**config.mk**
```make
export PLATFORM = sky130hd
export DESIGN_NAME = data_memory_controller
export DESIGN_NICKNAME = d
export VERILOG_FILES = /design/src/rtl/data_memory_controller_pkg.sv /design/src/rtl/data_memory_controller_memory_channel.sv /design/src/rtl/data_memory_controller.sv
export SDC_FILE = /design/constraint.sdc
export NUM_CORES = 2
export LEC_CHECK = 0
export CORE_AREA = 4 4 717 719
export CTS_BUF_LIST = sky130_fd_sc_hd__clkbuf_4 sky130_fd_sc_hd__clkbuf_8
export DETAILED_ROUTE_END_ITERATION = 6
export DIE_AREA = 0 0 721 723
export HOLD_SLACK_MARGIN = 0.03
export MAX_ROUTING_LAYER = met4
export PLACE_DENSITY_LB_ADDON = 0.15
export SETUP_SLACK_MARGIN = 0.1
export SLEW_MARGIN = 15
export SYNTH_ARGS = -nofsm -noshare
export SYNTH_HDL_FRONTEND = slang
export SYNTH_HIERARCHICAL = 1
export SYNTH_SLANG_ARGS = --single-unit
```
**constraint.sdc**
```tcl
create_clock -name clk -period 6.05 [get_ports clk]
set_input_delay 0.605 -clock clk [delete_from_list [all_inputs] [get_ports clk]]
set_output_delay 0.605 -clock clk [all_outputs]
set_load 0.01 [all_outputs]
```
**src/rtl/data_memory_controller_pkg.sv**
```systemverilog
// Shared GPU data-memory types and the per-channel FSM state encoding used by
// the data memory controller.
package data_memory_controller_pkg;

   localparam int DATA_WIDTH = 16;
   localparam int ADDR_WIDTH = 8;

   typedef logic [DATA_WIDTH-1:0] data_t;
   typedef logic [ADDR_WIDTH-1:0] data_memory_address_t;

   typedef enum logic [2:0] {
      IDLE,
      READ_WAITING,
      WRITE_WAITING,
      READ_RELAYING,
      WRITE_RELAYING
   } mem_channel_state_t;

endpackage

```
**src/rtl/data_memory_controller_memory_channel.sv**
```systemverilog
// One external memory channel: latches a granted lane request, holds it on the
// memory port until accepted, then relays completion until the lane lets go.
module memory_channel
   import data_memory_controller_pkg::*;
#(
   parameter int LANE_W = 5
) (
   input  logic                 clk,
   input  logic                 rst_n,
   input  logic                 grant_i,
   input  logic                 grant_read_i,
   input  logic [LANE_W-1:0]    grant_lane_i,
   input  data_memory_address_t grant_read_addr_i,
   input  data_memory_address_t grant_write_addr_i,
   input  data_t                grant_write_data_i,
   input  logic                 owner_read_valid_i,
   input  logic                 owner_write_valid_i,
   output logic                 idle_o,
   output logic                 release_o,
   output logic [LANE_W-1:0]    owner_o,
   output logic                 mem_read_valid_o,
   output data_memory_address_t mem_read_address_o,
   input  logic                 mem_read_ready_i,
   input  data_t                mem_read_data_i,
   output logic                 mem_write_valid_o,
   output data_memory_address_t mem_write_address_o,
   output data_t                mem_write_data_o,
   input  logic                 mem_write_ready_i,
   output logic                 relay_read_o,
   output logic                 relay_write_o,
   output data_t                read_data_o
);

   mem_channel_state_t   state_q;
   logic [LANE_W-1:0]    owner_q;
   data_memory_address_t addr_q;
   data_t                wdata_q;
   data_t                rdata_q;
   logic                 mem_rv_q;
   logic                 mem_wv_q;
   logic                 relay_r_q;
   logic                 relay_w_q;

   // NOTE: sequential state uses non-blocking assignments so every register
   // samples pre-edge values; datapath registers are reset too so the address
   // and data outputs are defined zero straight out of reset.
   always_ff @(posedge clk or negedge rst_n) begin
      if (!rst_n) begin
         state_q   <= IDLE;
         owner_q   <= '0;
         addr_q    <= '0;
         wdata_q   <= '0;
         rdata_q   <= '0;
         mem_rv_q  <= 1'b0;
         mem_wv_q  <= 1'b0;
         relay_r_q <= 1'b0;
         relay_w_q <= 1'b0;
      end else begin
         case (state_q)
            IDLE: begin
               if (grant_i) begin
                  owner_q <= grant_lane_i;
                  if (grant_read_i) begin
                     addr_q   <= grant_read_addr_i;
                     mem_rv_q <= 1'b1;
                     state_q  <= READ_WAITING;
                  end else begin
                     addr_q   <= grant_write_addr_i;
                     wdata_q  <= grant_write_data_i;
                     mem_wv_q <= 1'b1;
                     state_q  <= WRITE_WAITING;
                  end
               end
            end
            READ_WAITING: begin
               if (mem_read_ready_i) begin
                  mem_rv_q  <= 1'b0;
                  rdata_q   <= mem_read_data_i;
                  relay_r_q <= 1'b1;
                  state_q   <= READ_RELAYING;
               end
            end
            WRITE_WAITING: begin
               if (mem_write_ready_i) begin
                  mem_wv_q  <= 1'b0;
                  relay_w_q <= 1'b1;
                  state_q   <= WRITE_RELAYING;
               end
            end
            READ_RELAYING: begin
               if (!owner_read_valid_i) begin
                  relay_r_q <= 1'b0;
                  state_q   <= IDLE;
               end
            end
            WRITE_RELAYING: begin
               if (!owner_write_valid_i) begin
                  relay_w_q <= 1'b0;
                  state_q   <= IDLE;
               end
            end
            default: state_q <= IDLE;
         endcase
      end
   end

   assign idle_o    = (state_q == IDLE);
   assign release_o = ((state_q == READ_RELAYING)  && !owner_read_valid_i) ||
                      ((state_q == WRITE_RELAYING) && !owner_write_valid_i);
   assign owner_o   = owner_q;

   // Address/data are only presented while the matching request is outstanding.
   assign mem_read_valid_o    = mem_rv_q;
   assign mem_read_address_o  = mem_rv_q ? addr_q : '0;
   assign mem_write_valid_o   = mem_wv_q;
   assign mem_write_address_o = mem_wv_q ? addr_q : '0;
   assign mem_write_data_o    = mem_wv_q ? wdata_q : '0;

   assign relay_read_o  = relay_r_q;
   assign relay_write_o = relay_w_q;
   assign read_data_o   = relay_r_q ? rdata_q : '0;

endmodule

```
**src/rtl/data_memory_controller.sv**
```systemverilog
// Arbitrates per-lane data-memory requests onto NUM_CHANNELS memory channels
// with fixed lowest-lane priority and a lane_busy ownership mask.
module data_memory_controller
   import data_memory_controller_pkg::*;
#(
   parameter int NUM_CONSUMERS = 32,
   parameter int NUM_CHANNELS  = 4
) (
   input  logic                       clk,
   input  logic                       reset,
   input  logic [NUM_CONSUMERS-1:0]   consumer_read_valid,
   input  data_memory_address_t       consumer_read_address  [NUM_CONSUMERS],
   output logic [NUM_CONSUMERS-1:0]   consumer_read_ready,
   output data_t                      consumer_read_data     [NUM_CONSUMERS],
   input  logic [NUM_CONSUMERS-1:0]   consumer_write_valid,
   input  data_memory_address_t       consumer_write_address [NUM_CONSUMERS],
   input  data_t                      consumer_write_data    [NUM_CONSUMERS],
   output logic [NUM_CONSUMERS-1:0]   consumer_write_ready,
   output logic [NUM_CHANNELS-1:0]    mem_read_valid,
   output data_memory_address_t       mem_read_address       [NUM_CHANNELS],
   input  logic [NUM_CHANNELS-1:0]    mem_read_ready,
   input  data_t                      mem_read_data          [NUM_CHANNELS],
   output logic [NUM_CHANNELS-1:0]    mem_write_valid,
   output data_memory_address_t       mem_write_address      [NUM_CHANNELS],
   output data_t                      mem_write_data         [NUM_CHANNELS],
   input  logic [NUM_CHANNELS-1:0]    mem_write_ready
);

   localparam int LANE_W = (NUM_CONSUMERS > 1) ? $clog2(NUM_CONSUMERS) : 1;

   logic [NUM_CONSUMERS-1:0] lane_busy_q, lane_busy_d;
   logic [NUM_CONSUMERS-1:0] taken;
   logic [NUM_CHANNELS-1:0]  chan_idle, chan_release;
   logic [NUM_CHANNELS-1:0]  grant_valid, grant_read;
   logic [NUM_CHANNELS-1:0]  owner_read_valid, owner_write_valid;
   logic [NUM_CHANNELS-1:0]  relay_read, relay_write;
   logic [LANE_W-1:0]        grant_lane [NUM_CHANNELS];
   logic [LANE_W-1:0]        owner      [NUM_CHANNELS];
   data_t                    relay_data [NUM_CHANNELS];

   // Channels claim lanes in index order; `taken` carries claims down the chain.
   // NOTE: every signal written in always_comb gets a default first so no
   // path leaves it unassigned and no latch is inferred.
   always_comb begin
      taken = lane_busy_q;
      for (int c = 0; c < NUM_CHANNELS; c++) begin
         grant_valid[c] = 1'b0;
         grant_read[c]  = 1'b0;
         grant_lane[c]  = '0;
         if (chan_idle[c]) begin
            for (int l = 0; l < NUM_CONSUMERS; l++) begin
               if (!grant_valid[c] && !taken[l] &&
                   (consumer_read_valid[l] || consumer_write_valid[l])) begin
                  grant_valid[c] = 1'b1;
                  grant_read[c]  = consumer_read_valid[l];
                  grant_lane[c]  = LANE_W'(l);
                  taken[l]       = 1'b1;
               end
            end
         end
      end
   end

   always_comb begin
      lane_busy_d = lane_busy_q;
      for (int c = 0; c < NUM_CHANNELS; c++) begin
         if (chan_release[c]) lane_busy_d[owner[c]] = 1'b0;
         if (grant_valid[c])  lane_busy_d[grant_lane[c]] = 1'b1;
      end
   end

   always_ff @(posedge clk or negedge reset) begin
      if (!reset) lane_busy_q <= '0;
      else        lane_busy_q <= lane_busy_d;
   end

   for (genvar c = 0; c < NUM_CHANNELS; c++) begin : g_chan
      assign owner_read_valid[c]  = consumer_read_valid[owner[c]];
      assign owner_write_valid[c] = consumer_write_valid[owner[c]];

      memory_channel #(.LANE_W(LANE_W)) u_channel (
         .clk                 (clk),
         .rst_n               (reset),
         .grant_i             (grant_valid[c]),
         .grant_read_i        (grant_read[c]),
         .grant_lane_i        (grant_lane[c]),
         .grant_read_addr_i   (consumer_read_address[grant_lane[c]]),
         .grant_write_addr_i  (consumer_write_address[grant_lane[c]]),
         .grant_write_data_i  (consumer_write_data[grant_lane[c]]),
         .owner_read_valid_i  (owner_read_valid[c]),
         .owner_write_valid_i (owner_write_valid[c]),
         .idle_o              (chan_idle[c]),
         .release_o           (chan_release[c]),
         .owner_o             (owner[c]),
         .mem_read_valid_o    (mem_read_valid[c]),
         .mem_read_address_o  (mem_read_address[c]),
         .mem_read_ready_i    (mem_read_ready[c]),
         .mem_read_data_i     (mem_read_data[c]),
         .mem_write_valid_o   (mem_write_valid[c]),
         .mem_write_address_o (mem_write_address[c]),
         .mem_write_data_o    (mem_write_data[c]),
         .mem_write_ready_i   (mem_write_ready[c]),
         .relay_read_o        (relay_read[c]),
         .relay_write_o       (relay_write[c]),
         .read_data_o         (relay_data[c])
      );
   end

   // Each lane has at most one owning channel, so the relay fan-in cannot collide.
   always_comb begin
      consumer_read_ready  = '0;
      consumer_write_ready = '0;
      for (int l = 0; l < NUM_CONSUMERS; l++) consumer_read_data[l] = '0;
      for (int c = 0; c < NUM_CHANNELS; c++) begin
         if (relay_read[c]) begin
            consumer_read_ready[owner[c]] = 1'b1;
            consumer_read_data[owner[c]]  = relay_data[c];
         end
         if (relay_write[c]) consumer_write_ready[owner[c]] = 1'b1;
      end
   end

endmodule
```
## Word-level counts from Yosys, hierarchy flattened

Index checks and enable logic that the tools add are counted.
W data, S select, Z words.

| storage, ports and cells | value |
|---|---|
| output and inout bits | 712 |
| flip-flop bits (word level) | 240 |
| logic and storage cells | 1578 |

| operators by class | value |
|---|---|
| multiplexer cells | 818 |
| bitwise logic cells | 31 |
| magnitude comparators | 28 |
| eq/ne operators | 44 |
| reduce and logical (&&, ||, !) cells | 620 |

Operators by type and width:

| operator | count |
|---|---|
| $mux W512 | 4 |
| $bwmux W512 | 3 |
| $mux W5 | 124 |
| $mux W32 | 19 |
| $mux W1 | 544 |
| $and A512 B512 Y512 | 1 |
| $bmux W16 S5 | 4 |
| $bmux W8 S5 | 8 |
| $demux W16 S5 | 4 |
| $mux W16 | 20 |
| $or A32 B32 Y32 | 10 |
| $logic_and A1 B1 Y1 | 272 |
| $logic_not A1 Y1 | 260 |
| $mux W8 | 28 |
| $and A32 B32 Y32 | 4 |
| $not A32 Y32 | 4 |
| $mux W3 | 20 |
| $pmux W3 S5 | 4 |
| $ge A6 B6 Y1 const B | 8 |
| $lt A5 B6 Y1 const B | 8 |
| $not A5 Y6 | 8 |
| $bmux W1 S5 | 8 |
| $demux W1 S5 | 8 |
| $ge A5 B1 Y1 const B | 8 |
| 16 further kinds | 160 |

## Depth between registers and ports, before layout

| depth | value |
|---|---|
| depth after elaboration | 642 |
| gate-level depth with buffers | 31 |
| mapped depth without buffers | 21 |

## By module

The synthesis kept the hierarchy.

Modules (own cells, without submodules):

| module | seq. area each (sq um) | cells each | area each (sq um) | instances |
|---|---|---|---|---|
| data_memory_controller | 800.8 | 10768 | 59857.4 | 1 |
| memory_channel | 1301.2 | 205 | 2518.7 | 4 |

## Worst setup path before layout

No wires, ideal clock.

| timing path | value |
|---|---|
| kind | register -> register |
| from | register g_chan[0].u_channel.state_q[2] |
| to | register g_chan[3].u_channel.wdata_q[6] |
| setup slack | -0.351 ns |
| period minus slack after synthesis | 6.401 ns |
| data arrival time | 6.276 ns |
| setup time | 0.125 ns |
| buffers on the path | 5 |
| cell stages (with the launch flop) | 25 |
| cells stage by stage | dfrtp_1 -> buf_2 -> nor3_4 -> clkinv_1 -> nor3_4 -> buf_4 -> a41oi_2 -> nor3_2 -> a21oi_1 -> or4_1 -> nor4_2 -> buf_2 -> a21oi_1 -> a211o_1 -> nor2_1 -> and3_1 -> or2_1 -> clkbuf_1 -> clkbuf_1 -> mux2_2 -> a222oi_1 -> o22ai_1 -> or4_1 -> a21o_1 -> mux2_2 |

| on the way | value |
|---|---|
| cells in the longest elaborated chain, start to end | 175 |
| elaborated cells between the ends (all ways) | 705 |

Ends and longest elaborated chain:

| element | line | source |
|---|---|---|
| from (decl) | data_memory_controller_memory_channel.sv:34 | `mem_channel_state_t state_q;` |
| from (signal assigned) | data_memory_controller_memory_channel.sv:49 | `state_q <= IDLE;` |
| from (signal assigned) | data_memory_controller_memory_channel.sv:66 | `state_q <= READ_WAITING;` |
| from (signal assigned) | data_memory_controller_memory_channel.sv:71 | `state_q <= WRITE_WAITING;` |
| $logic_not A3 Y1 * | data_memory_controller_memory_channel.sv:107 | `assign idle_o = (state_q == IDLE);` |
| named net chan_idle[0] | data_memory_controller.sv:33 | `logic [NUM_CHANNELS-1:0] chan_idle, chan_release;` |
| $mux W32 * | data_memory_controller.sv:50 | `if (chan_idle[c]) begin` |
| $logic_not A1 Y1 | data_memory_controller.sv:52 | `if (!grant_valid[c] && !taken[l] &&` |
| $logic_and A1 B1 Y1 | data_memory_controller.sv:52 |  |
| $mux W1 | data_memory_controller.sv:52 |  |
| $mux W1 | data_memory_controller.sv:50 |  |
| $logic_not A1 Y1 | data_memory_controller.sv:52 |  |
| [158 not listed] | n/a |  |
| $mux W1 / $mux W32 (equally long branches) | data_memory_controller.sv:50 |  |
| $logic_not A1 Y1 | data_memory_controller.sv:52 |  |
| $logic_and A1 B1 Y1 (2 in a row) | data_memory_controller.sv:52 |  |
| $mux W5 | data_memory_controller.sv:52 |  |
| $mux W5 | data_memory_controller.sv:50 |  |
| $not A5 Y6 (implied by the code) | data_memory_controller.sv:89 | `.grant_write_data_i (consumer_write_data[grant_lane[c]]),` |
| $bmux W16 S5 | data_memory_controller.sv:89 |  |
| $mux W16 (implied by the code) (2 in a row) | data_memory_controller.sv:89 |  |
| to (signal assigned) | data_memory_controller_memory_channel.sv:69 | `wdata_q <= grant_write_data_i;` |
| to (decl) | data_memory_controller_memory_channel.sv:37 | `data_t wdata_q;` |

Mark *: on every way through the listed nets, which the timed path passes. The rest lies on a longest branch. The select of a mux whose other input is x is not followed.
A chain may end at the register's enable or synchronous reset.

## Worst setup path in the final report

| timing path | value |
|---|---|
| from | register g_chan[0].u_channel.state_q[2] |
| to | register g_chan[3].u_channel.addr_q[3] |

| on the way | value |
|---|---|
| cells in the longest elaborated chain, start to end | 176 |
| elaborated cells between the ends (all ways) | 708 |

Ends and longest elaborated chain:

| element | line | source |
|---|---|---|
| $logic_not A3 Y1 * | data_memory_controller_memory_channel.sv:107 |  |
| named net chan_idle[0] | data_memory_controller.sv:33 |  |
| $mux W32 * | data_memory_controller.sv:50 |  |
| $logic_not A1 Y1 | data_memory_controller.sv:52 |  |
| $logic_and A1 B1 Y1 | data_memory_controller.sv:52 |  |
| $mux W1 | data_memory_controller.sv:52 |  |
| $mux W1 | data_memory_controller.sv:50 |  |
| $logic_not A1 Y1 | data_memory_controller.sv:52 |  |
| [159 not listed] | n/a |  |
| $logic_not A1 Y1 | data_memory_controller.sv:52 |  |
| $logic_and A1 B1 Y1 (2 in a row) | data_memory_controller.sv:52 |  |
| $mux W5 | data_memory_controller.sv:52 |  |
| $mux W5 | data_memory_controller.sv:50 |  |
| $not A5 Y6 (implied by the code) | data_memory_controller.sv:87, data_memory_controller.sv:88 |  |
| $bmux W8 S5, on equally long branches | data_memory_controller.sv:88, data_memory_controller.sv:87 |  |
| $mux W8, on equally long branches (2 in a row) | data_memory_controller.sv:88, data_memory_controller.sv:87 |  |
| $mux W8 | data_memory_controller_memory_channel.sv:63 | `if (grant_read_i) begin` |
| to (signal assigned) | data_memory_controller_memory_channel.sv:64 | `addr_q <= grant_read_addr_i;` |
| to (signal assigned) | data_memory_controller_memory_channel.sv:68 | `addr_q <= grant_write_addr_i;` |
| to (decl) | data_memory_controller_memory_channel.sv:36 | `data_memory_address_t addr_q;` |

Marked as above.

==> flow_summary.toml <==
[global_route]
grt_max_degree = 107
met2_usage_pct = 55.9
gr-total-overflow = 0
grt_pass1_wl_um = 1180000
top_usage_layer = "met2"
grt_usage_pct = 34.6
met1_usage_pct = 38.2
antenna_found_initial = 269
gr-usage-met3_pct = 5.47
grt_pass1_vias = 112000

[placement]
gp_congestion = 0.998
io_buffers = 1873
dp.cells = 21100
dp_hpwl_um = 766000

[route]
drtIter0Drc = 16500
routed_via_density = 5.43
wl_per_cell_um = 42.7
wirelength_um = 932000
dr_total_vias = 118000
ant_nets = 0
drt_pass1_iterations = 7
drc = 36

[timing]
period_needed_ps = 6810
max_freq_mhz = 147
rsz0062_at_grt = "yes"
finalSetupTns_ps = -24010
min_period_over_period_pct = 113
setup_viol = 57
slew_headroom_pct = 14.7
finClkSkew_ps = 86.1
timing.hold.ws_ps = 268
finalMaxSlewViolations = 0
hold_violations = 0
worst_slack_ps = -757
tightestPinTransition_ps = 1270

[critical_path]
worstSetupEndpointType = "register"
reg2reg_from = "g_chan[0].u_channel/state_q[2]$_DFFE_PN0P_"
worstSetupStartpointType = "register"
crit_arrival_ps = 7580
required_ps = 6820
cp_slowest_cell = "or4b_4"
critPathKind = "register to register"
critPathMaxStageDelay_ps = 580
crit_cells = 29
path_max_fanout = 6
cp_top_family = "simple AND/OR/NAND/NOR gates"
r2r-end = "g_chan[3].u_channel/addr_q[3]$_DFFE_PN0P_"
crit_buf_inv = 10
reg2regPathDepth = 29
r2r_setup_slack_ps = -760

[synthesis]
synthMuxAreaShare_pct = 10.8
synth_cells = 11600
synth_top_family_by_area = "compound AO/OA/AOI/OAI gates"
synthTopCellsByArea = "nand2_1 (14%), a22oi_1 (9.0%), dfrtp_1 (8.6%)"
synth_area_leader_cell = "nand2_1"
async_flop_share_pct = 100
synth_compound_area_share_pct = 41.8
netlist_top_cells_count = "nand2_1 (2693), o21ai_0 (1096), clkbuf_1 (1081)"
synth_xor_area_share_pct = 0.113
synth-edff-count = 0
syn-mean-instance-area_um2 = 6.03
synth_seq_area_share_pct = 8.59
yosysMostFrequentCell = "nand2_1"
ys_ff_latch = 240
ys_warn_count = 6
synth_top_area_share_pct = 14.5
synth_area_um2 = 69900
synth_nets = 12800
synth_adder_area_share_pct = 0.143
synthFlopType = "dfrtp_1"
synth-simple-area-share_pct = 30.7
yosysUniqueCellTypes = 116

[clocking]
cts_root_buffer = "clkbuf_8"
cts_tree = "yes"
path_clk_slew_ps = 50
cts_buffers = 71
insertion_delay_ps = 950
cts_sinks = 240
htreeDepth = 3
clockBufferDepth = 4

[worst_hold_path]
min_path_type = "input port to async pin"

[floorplanning]
fp.coreArea_um2 = 508000
initial_core_util_pct = 13.8
row_count = 262
die_y_um = 723
pin_count = 1874
die_x_um = 721
dieArea_um2 = 521000

[final_layout]
layout.cells.non_filler = 21800
fillCellCount = 57000
syn2layout_area_growth_pct = 74.5
multi_input_comb_area_um2 = 62100
fin_nets = 15900
drive_gt1_share_pct = 24.7
seqCellArea_um2 = 6030

[outcome]
status = "finished with violations"
violations = "DRC, setup timing"

[flow_run]
max_cap_violations = 0
[kinds of logic after synthesis]
family	after synthesis
adder cells (fa/ha/maj)	10
multiplexers	629
AO/OA/AOI/OAI	4413
AND/OR/NAND/NOR	4909
buffers and inverters	1378
XOR/XNOR	9
flip-flops	240
[repair_timing]
action / 4_1_cts / 5_1_grt
gates resized for setup: 368 / 403
endpoints found under the setup margin: 146 / 150
hold endpoints to repair: 59 / 0
cloned: 13 / 19
pin swaps: 130 / 196
buffers inserted: 71 / 110
hold buffers: 1 / 0
[through the flow]
step           cell area, µm²  setup slack, ps  utilization, %
2_1_floorplan           70100             -186               -
3_3_place_gp           114000            -2850            22.4
3_5_place_dp           114000            -2800            22.4
4_1_cts                118000             -702            23.2
5_1_grt                122000             -900            24.0
6_report               122000             -757            24.0
[worst register-to-register path, delay by kind of cell (launching register included)]
kind,cells,cell delay [ps]
and+or+nand+nor,7,2130
muxes,2,460
AOI/OAI and AO/OA,10,2080
buffers and inverters,10,1640
DFF,1,400
[cell usage in the layout (no fill, tap or decap), drive strengths merged, types with 234 or more instances in the layout]
cell type      instances
o21ai               1122
a221oi               245
o22ai                234
nand3                447
clkdlybuf4s50       1866
a222oi               242
a21oi                948
a22oi                836
mux2i                317
mux2                 248
nor2                 931
nand2               2695
diode                343
buf                 2462
dfrtp                240
and2                 257
[layout make-up]
class	instances	share of cell area [%]
antenna	343	0.703
clock buffer	99	1.03
clock inverter	9	0.0472
inverter	55	0.205
multi-input combinational	9971	50.9
sequential	240	4.94
tap	6732	6.90
timing repair buffer	4354	35.3
[metal layers]
metal,part of all wire [%],wire (µm),vias to the layer above
met2,46,431000,7687
li1,-,-,50000
met5,0,0,-
met4,9.9,92300,0
met1,37,344000,58600
met3,7.0,64900,2136
[flip-flops by register name, summed over array words and instances (netlist names)]
register and flops:
lane_busy_q 32, g_chan.u_channel/owner_o 20, g_chan.u_channel/mem_read_valid_o 4, g_chan.u_channel/mem_write_valid_o 4, g_chan.u_channel/rdata_q 64, g_chan.u_channel/wdata_q 64, g_chan.u_channel/relay_write_o 4, g_chan.u_channel/state_q 12
g_chan.u_channel/addr_q 32, g_chan.u_channel/relay_read_o 4
[worst max-delay path by stage]
stage               slack [ps]                                       start                                         end
detailed placement       -2800                     consumer_write_valid[3]   g_chan[3].u_channel/addr_q[4]$_DFFE_PN0P_
CTS                       -700  g_chan[0].u_channel/state_q[2]$_DFFE_PN0P_   g_chan[3].u_channel/addr_q[7]$_DFFE_PN0P_
floorplan                 -190                      consumer_read_valid[6]  g_chan[3].u_channel/wdata_q[6]$_DFFE_PN0P_
global placement         -2850                     consumer_write_valid[3]   g_chan[3].u_channel/addr_q[4]$_DFFE_PN0P_
global route              -900  g_chan[0].u_channel/state_q[2]$_DFFE_PN0P_   g_chan[3].u_channel/addr_q[3]$_DFFE_PN0P_
finish                    -760  g_chan[0].u_channel/state_q[2]$_DFFE_PN0P_   g_chan[3].u_channel/addr_q[3]$_DFFE_PN0P_
Power is left out: the tool's default activity adds up to more than one toggle a clock period on the data nets, which glitch-free logic cannot reach.
